$ cat src/rtl/uart_tx_queue_if.sv
// uart_tx_queue_if: host push bus plus UART load port of the transmit byte queue.
// The slave modport is the queue itself. The master modport is the environment
// that drives it, which is the host together with the UART transmitter.
interface uart_tx_queue_if #(
    parameter int AW = 4
);
    logic          wr_req;
    logic [7:0]    wr_data;
    logic          full;
    logic          empty;
    logic [AW:0]   count;
    logic          overflow;
    logic          clr_overflow;
    logic          ld_tx_req;
    logic          ld_tx_ack;
    logic [7:0]    tx_data;
    logic          tx_empty;

    modport master (
        output wr_req, wr_data, clr_overflow, ld_tx_ack, tx_empty,
        input  full, empty, count, overflow, ld_tx_req, tx_data
    );

    modport slave (
        input  wr_req, wr_data, clr_overflow, ld_tx_ack, tx_empty,
        output full, empty, count, overflow, ld_tx_req, tx_data
    );
endinterface

$ cat src/rtl/uart_tx_queue.sv
// uart_tx_queue: byte FIFO plus the four-phase load sequencer for a UART transmitter.
// A load starts only while the transmitter reports idle, so the UART never overruns.
// Optional build macro UART_TXQ_SYNC_EN adds a 2-flop synchroniser on ld_tx_ack and
// tx_empty. Use it when the UART runs on a clock other than clk.
module uart_tx_queue #(
    parameter int DEPTH = 16,
    parameter int AW    = 4
) (
    input  logic           clk,
    input  logic           reset_n,
    uart_tx_queue_if.slave bus
);
    localparam logic [AW:0] DEPTH_C = (AW+1)'(DEPTH);

    typedef enum logic [1:0] {
        IDLE = 2'd0,
        REQ  = 2'd1,
        DROP = 2'd2
    } state_t;

    state_t        state;
    state_t        state_nxt;
    logic [7:0]    mem [DEPTH];
    logic [AW-1:0] wr_ptr;
    logic [AW-1:0] rd_ptr;
    logic [AW:0]   count_r;
    logic [AW:0]   count_nxt;
    logic          full_r;
    logic          empty_r;
    logic          overflow_r;
    logic [7:0]    tx_data_r;
    logic          ld_req_r;
    logic          ack_s;
    logic          tx_empty_s;
    logic          push;
    logic          pop;

`ifdef UART_TXQ_SYNC_EN
    logic [1:0] ack_sync;
    logic [1:0] txe_sync;

    // Two-flop synchronisers. tx_empty resets to 1 because the UART is idle out of reset.
    always_ff @(posedge clk or negedge reset_n) begin
        if (!reset_n) begin
            ack_sync <= 2'b00;
            txe_sync <= 2'b11;
        end else begin
            ack_sync <= {ack_sync[0], bus.ld_tx_ack};
            txe_sync <= {txe_sync[0], bus.tx_empty};
        end
    end

    assign ack_s      = ack_sync[1];
    assign tx_empty_s = txe_sync[1];
`else
    assign ack_s      = bus.ld_tx_ack;
    assign tx_empty_s = bus.tx_empty;
`endif

    // A push while full is dropped. Fullness is taken from the registered flag,
    // so a pop in the same cycle does not make room for the push.
    assign push = bus.wr_req && !full_r;

    // Next-state logic of the load handshake. A pop happens only on REQ -> DROP.
    always_comb begin
        state_nxt = state;
        pop       = 1'b0;
        case (state)
            IDLE: if (!empty_r && tx_empty_s && !ack_s) state_nxt = REQ;
            REQ: begin
                if (ack_s) begin
                    pop       = 1'b1;
                    state_nxt = DROP;
                end
            end
            DROP: if (!ack_s) state_nxt = IDLE;
            default: state_nxt = IDLE;
        endcase
    end

    // Occupancy after this cycle's push and pop.
    always_comb begin
        count_nxt = count_r;
        case ({push, pop})
            2'b10:   count_nxt = count_r + (AW+1)'(1);
            2'b01:   count_nxt = count_r - (AW+1)'(1);
            default: count_nxt = count_r;
        endcase
    end

    // State, pointers, flags and the registered load request.
    always_ff @(posedge clk or negedge reset_n) begin
        if (!reset_n) begin
            state      <= IDLE;
            wr_ptr     <= '0;
            rd_ptr     <= '0;
            count_r    <= '0;
            full_r     <= 1'b0;
            empty_r    <= 1'b1;
            overflow_r <= 1'b0;
            ld_req_r   <= 1'b0;
        end else begin
            state    <= state_nxt;
            ld_req_r <= (state_nxt == REQ);
            count_r  <= count_nxt;
            full_r   <= (count_nxt == DEPTH_C);
            empty_r  <= (count_nxt == '0);
            if (push) wr_ptr <= wr_ptr + AW'(1);
            if (pop)  rd_ptr <= rd_ptr + AW'(1);
            // A same-cycle overflow takes priority over the clear.
            if (bus.wr_req && full_r)  overflow_r <= 1'b1;
            else if (bus.clr_overflow) overflow_r <= 1'b0;
        end
    end

    // Byte storage. The data path is not reset.
    always_ff @(posedge clk) begin
        if (push) mem[wr_ptr] <= bus.wr_data;
    end

    // The head byte is sampled only in IDLE, so it stays frozen through REQ and DROP.
    always_ff @(posedge clk or negedge reset_n) begin
        if (!reset_n)                    tx_data_r <= 8'h00;
        else if (state == IDLE && !empty_r) tx_data_r <= mem[rd_ptr];
    end

    assign bus.full      = full_r;
    assign bus.empty     = empty_r;
    assign bus.count     = count_r;
    assign bus.overflow  = overflow_r;
    assign bus.ld_tx_req = ld_req_r;
    assign bus.tx_data   = tx_data_r;
endmodule

$ cat src/flat_wrapper.sv
// flat-port wrapper written by rule: the top's interface ports become plain ports
module uart_tx_queue_flat 
#(
    parameter int DEPTH = 16,
    parameter int AW    = 4
)
  (clk, reset_n, bus_wr_req, bus_wr_data, bus_clr_overflow, bus_ld_tx_ack, bus_tx_empty, bus_full, bus_empty, bus_count, bus_overflow, bus_ld_tx_req, bus_tx_data);
  uart_tx_queue_if #(.AW(AW)) bus_i ();
  input  logic clk;
  input  logic reset_n;
  input wire logic [$bits(bus_i.wr_req)-1:0] bus_wr_req;
  input wire logic [$bits(bus_i.wr_data)-1:0] bus_wr_data;
  input wire logic [$bits(bus_i.clr_overflow)-1:0] bus_clr_overflow;
  input wire logic [$bits(bus_i.ld_tx_ack)-1:0] bus_ld_tx_ack;
  input wire logic [$bits(bus_i.tx_empty)-1:0] bus_tx_empty;
  output wire logic [$bits(bus_i.full)-1:0] bus_full;
  output wire logic [$bits(bus_i.empty)-1:0] bus_empty;
  output wire logic [$bits(bus_i.count)-1:0] bus_count;
  output wire logic [$bits(bus_i.overflow)-1:0] bus_overflow;
  output wire logic [$bits(bus_i.ld_tx_req)-1:0] bus_ld_tx_req;
  output wire logic [$bits(bus_i.tx_data)-1:0] bus_tx_data;
  assign bus_i.wr_req = bus_wr_req;
  assign bus_i.wr_data = bus_wr_data;
  assign bus_i.clr_overflow = bus_clr_overflow;
  assign bus_i.ld_tx_ack = bus_ld_tx_ack;
  assign bus_i.tx_empty = bus_tx_empty;
  assign bus_full = bus_i.full;
  assign bus_empty = bus_i.empty;
  assign bus_count = bus_i.count;
  assign bus_overflow = bus_i.overflow;
  assign bus_ld_tx_req = bus_i.ld_tx_req;
  assign bus_tx_data = bus_i.tx_data;
  uart_tx_queue #(.DEPTH(DEPTH), .AW(AW)) u_core (.clk(clk), .reset_n(reset_n), .bus(bus_i));
endmodule
$ cat config.mk
export PLATFORM = sky130hd
export DESIGN_NAME = uart_tx_queue_flat
export DESIGN_NICKNAME = d
export VERILOG_FILES = /design/src/rtl/uart_tx_queue_if.sv /design/src/rtl/uart_tx_queue.sv /design/src/flat_wrapper.sv
export SDC_FILE = /design/constraint.sdc
export NUM_CORES = 1
export LEC_CHECK = 0
export CELL_PAD_IN_SITES_DETAIL_PLACEMENT = 0
export CELL_PAD_IN_SITES_GLOBAL_PLACEMENT = 1
export CORE_MARGIN = 2
export CORE_UTILIZATION = 47
export DETAILED_ROUTE_END_ITERATION = 6
export PLACE_DENSITY_LB_ADDON = 0.15
export SETUP_SLACK_MARGIN = 0.02
export SLEW_MARGIN = 10
export SYNTH_ARGS = -nofsm -noshare
export SYNTH_HDL_FRONTEND = slang
export SYNTH_SLANG_ARGS = --single-unit
$ cat constraint.sdc
create_clock -name clk -period 2.23 [get_ports clk]
set_clock_uncertainty 0.2 [all_clocks]
set_input_delay 0.446 -clock clk [delete_from_list [all_inputs] [get_ports clk]]
set_output_delay 0.446 -clock clk [all_outputs]
set_load 0.01 [all_outputs]
==> qor.yml <==
run_status:
  status: "finished with violations"
  violations: "setup timing"
grt:
  grt_max_degree: 36
  antenna_found_initial: 0
  overflow: 0
  grtUsageTotal_pct: 19.5
  grt_pass1_wl_um: 20000
  first_global_vias: 3360
logic_synthesis:
  ys_types: 42
  synth-main-ff-cell: "edfxtp_1"
  synth-seq-cells: 155
  synth_top_cells_by_count: "edfxtp_1 (128), mux4_2 (32), dfrtp_1 (26)"
  synth-seq-area-share_pct: 71.4
  syn_inst: 337
  synth_edf_count: 128
  yosysWarnings: 0
  syn_area_um2: 6330
  synth_fp_nets: 358
  async_flop_share_pct: 17.4
  synth_area_leaders: "edfxtp_1 (61%), mux4_2 (11%), dfrtp_1 (10%), mux2i_1 (2.5%), and2_1 (1.7%)"
  yosysTopAreaCellShare_pct: 60.7
  synth.most_common_cell: "edfxtp_1"
  synth.avg_cell_area_um2: 18.8
  yosys.area.top_type: "edfxtp_1"
layout:
  multi_input_area_um2: 1700
  fillers: 974
  nNetsFinal: 434
  diodes: 0
  area_growth_pct: 25.5
  ff_latch_area_um2: 4520
  final-instance-count-excl-fill: 602
  drive_gt1_share_pct: 28.6
  fin_util_pct: 60.3
routing:
  vias: 3268
  drtIter0Drc: 275
  routed_wl_um: 12600
  antenna_left: 0
  dr.pass1.iters: 4
  wl_per_cell_um: 21.0
  vias_per_cell: 5.43
  drc: 0
setup_path:
  worstPathMaxFanout: 3
  cp-start-kind: "register"
  cp.arrival_ps: 2460
  worstSetupPathType: "reg2reg"
  critPathRequiredTime_ps: 2370
  crit_path_end_kind: "register"
  max_stage_delay_ps: 390
  worstRegToRegCells: 10
  crit_slowest_cell: "dfrtp_1"
  path_cells: "nand3b_4 > nor2_4 > xor2_1 > ha_2 > buf_6 > and4b_1 > o21ai_1 > o32ai_4 > xor2_2 > nor3_1"
power:
  total_power_mw: 10.0
  power_density_nw_per_um2: 1260
  power.leakage_nw: 2.76
  irDropWorstVdd_uv: 763
cts:
  cts_buffer_depth: 2
  htreeDepth: 4
  path_clk_slew_ps: 60
  cts.sinks: 155
  clk_latency_ps: 430
  cts_buffers: 17
  cts_root_buf: "clkbuf_16"
  cts_tree: "yes"
place:
  dp.cells: 566
  gp_congestion: 0.758
  dp_hpwl_um: 7980
  io_buffers: 30
die:
  die-width_um: 120
  die_height_um: 120
  dieArea_um2: 14400
  coreArea_um2: 13200
  floorplan.rows: 42
  ios: 31
  start_util_pct: 48.0
hold_path:
  hp-class: "in2reg"
  hold_depth: 3
sta:
  rsz0062_at_grt: "yes"
  worst_pin_slew_ps: 632
  maxSlewHeadroom_pct: 57.8
  finalSetupViolCount: 3
  hold_viol: 0
  fin_crit_ps: 2320
  worst_slack_ps: -90.3
  post-route-period-util_pct: 104
  fmax_ghz: 0.431
  slew_violations: 0
run:
  drv_cap: 0
-- through the flow --
stage	hold WS, ps	cell area (µm²)	setup TNS [ps]	setup WS [ps]
6_report	178	7950	-190	-90.3
5_1_grt	233	7950	-539	-211
4_1_cts	168	7920	-123	-81.7
3_5_place_dp	298	7290	-28310	-637
3_3_place_gp	299	7290	-24280	-564
2_1_floorplan	-49.6	6350	-329	-193
-- final timing paths --
kind                                                   start                                 to  slack [ps]
max                                u_core.state[1]$_DFF_PN0_         u_core.bus.empty$_DFF_PN1_         -90
min reg2reg                u_core.bus.tx_data[5]$_DFFE_PN0P_  u_core.bus.tx_data[5]$_DFFE_PN0P_         310
min in group asynchronous                            reset_n       u_core.wr_ptr[1]$_DFFE_PN0P_         200
min                                               bus_wr_req    u_core.bus.overflow$_DFFE_PN0P_         180
max reg2reg                        u_core.state[1]$_DFF_PN0_         u_core.bus.empty$_DFF_PN1_         -90
max in group asynchronous                            reset_n         u_core.bus.empty$_DFF_PN1_        1300
-- metal layers --
| metal | up-vias | wire [µm] | part of all wire, % | global-route usage [%] |
|---|---|---|---|---|
| met5 | - | 0 | 0 | 0 |
| met1 | 1714 | 5830 | 46 | 28.0 |
| met2 | 65 | 6180 | 49 | 29.7 |
| li1 | 1476 | - | - | - |
| met4 | 0 | 170 | 1.3 | 6.40 |
| met3 | 13 | 452 | 3.6 | 4.61 |
-- logic make-up after synthesis --
group | after synthesis | synth area share, %
AOI/OAI and AO/OA | 30 | 3.16
xor gates and xnor gates | 15 | 2.19
adders and majority gates | 7 | 1.38
buffers and inverters | 24 | 2.27
DFF | 155 | 71.4
muxes | 48 | 13.9
and+or+nand+nor | 58 | 5.71
-- flip-flops by register name (all words and copies together) (netlist names) --
register,cells
u_core.wr_ptr,4
u_core.mem,128
u_core.bus.empty,1
u_core.bus.full,1
u_core.state,2
u_core.bus.ld_tx_req,1
u_core.bus.overflow,1
u_core.bus.count,5
u_core.bus.tx_data,8
u_core.rd_ptr,4
-- placed cells by master (no fill, tap or decap), types with 12 or more instances in the layout --
cell type | netlist | layout
dfrtp_1 | 26 | 24
and2_1 | 17 | 17
mux4_2 | 32 | 32
clkbuf_16 | 0 | 17
a21oi_1 | 12 | 12
buf_12 | 0 | 19
clkdlybuf4s50_1 | 0 | 27
mux2i_1 | 16 | 16
edfxtp_1 | 128 | 128
buf_4 | 0 | 22
-- where the power goes --
| part | switching (mW) | leakage, nW | internal, mW |
|---|---|---|---|
| Clock | 1.18 | 0.296 | 1.78 |
| Sequential | 0.316 | 1.49 | 3.60 |
| Combinational | 1.47 | 0.977 | 1.65 |
-- area by class of cell --
class / instances / area share (%)
multi-input cells: 158 / 21.4
repair buffers: 72 / 10.8
well taps: 176 / 2.77
clock inverters: 15 / 2.33
clock buffers: 17 / 5.35
flip-flops and latches: 155 / 56.9
inverters: 9 / 0.488
-- worst max-delay path, delay by kind of cell, from the launching register on --
| kind | cells | cell delay (ps) |
|---|---|---|
| adder cells (fa/ha/maj) | 1 | 190 |
| buffers and inverters | 1 | 120 |
| AND/OR/NAND/NOR | 4 | 730 |
| AO/OA/AOI/OAI | 2 | 330 |
| flip-flops | 1 | 390 |
| XOR/XNOR | 2 | 270 |
-- timing repair --
action	in CTS	in global routing
setup buffers	2	2
setup endpoints to repair	5	24
gates resized for setup	5	3
endpoints found under the hold margin	0	0
pin swaps	0	4
hold buffers	0	0
Note: power is estimated with default switching activity, not from simulation.
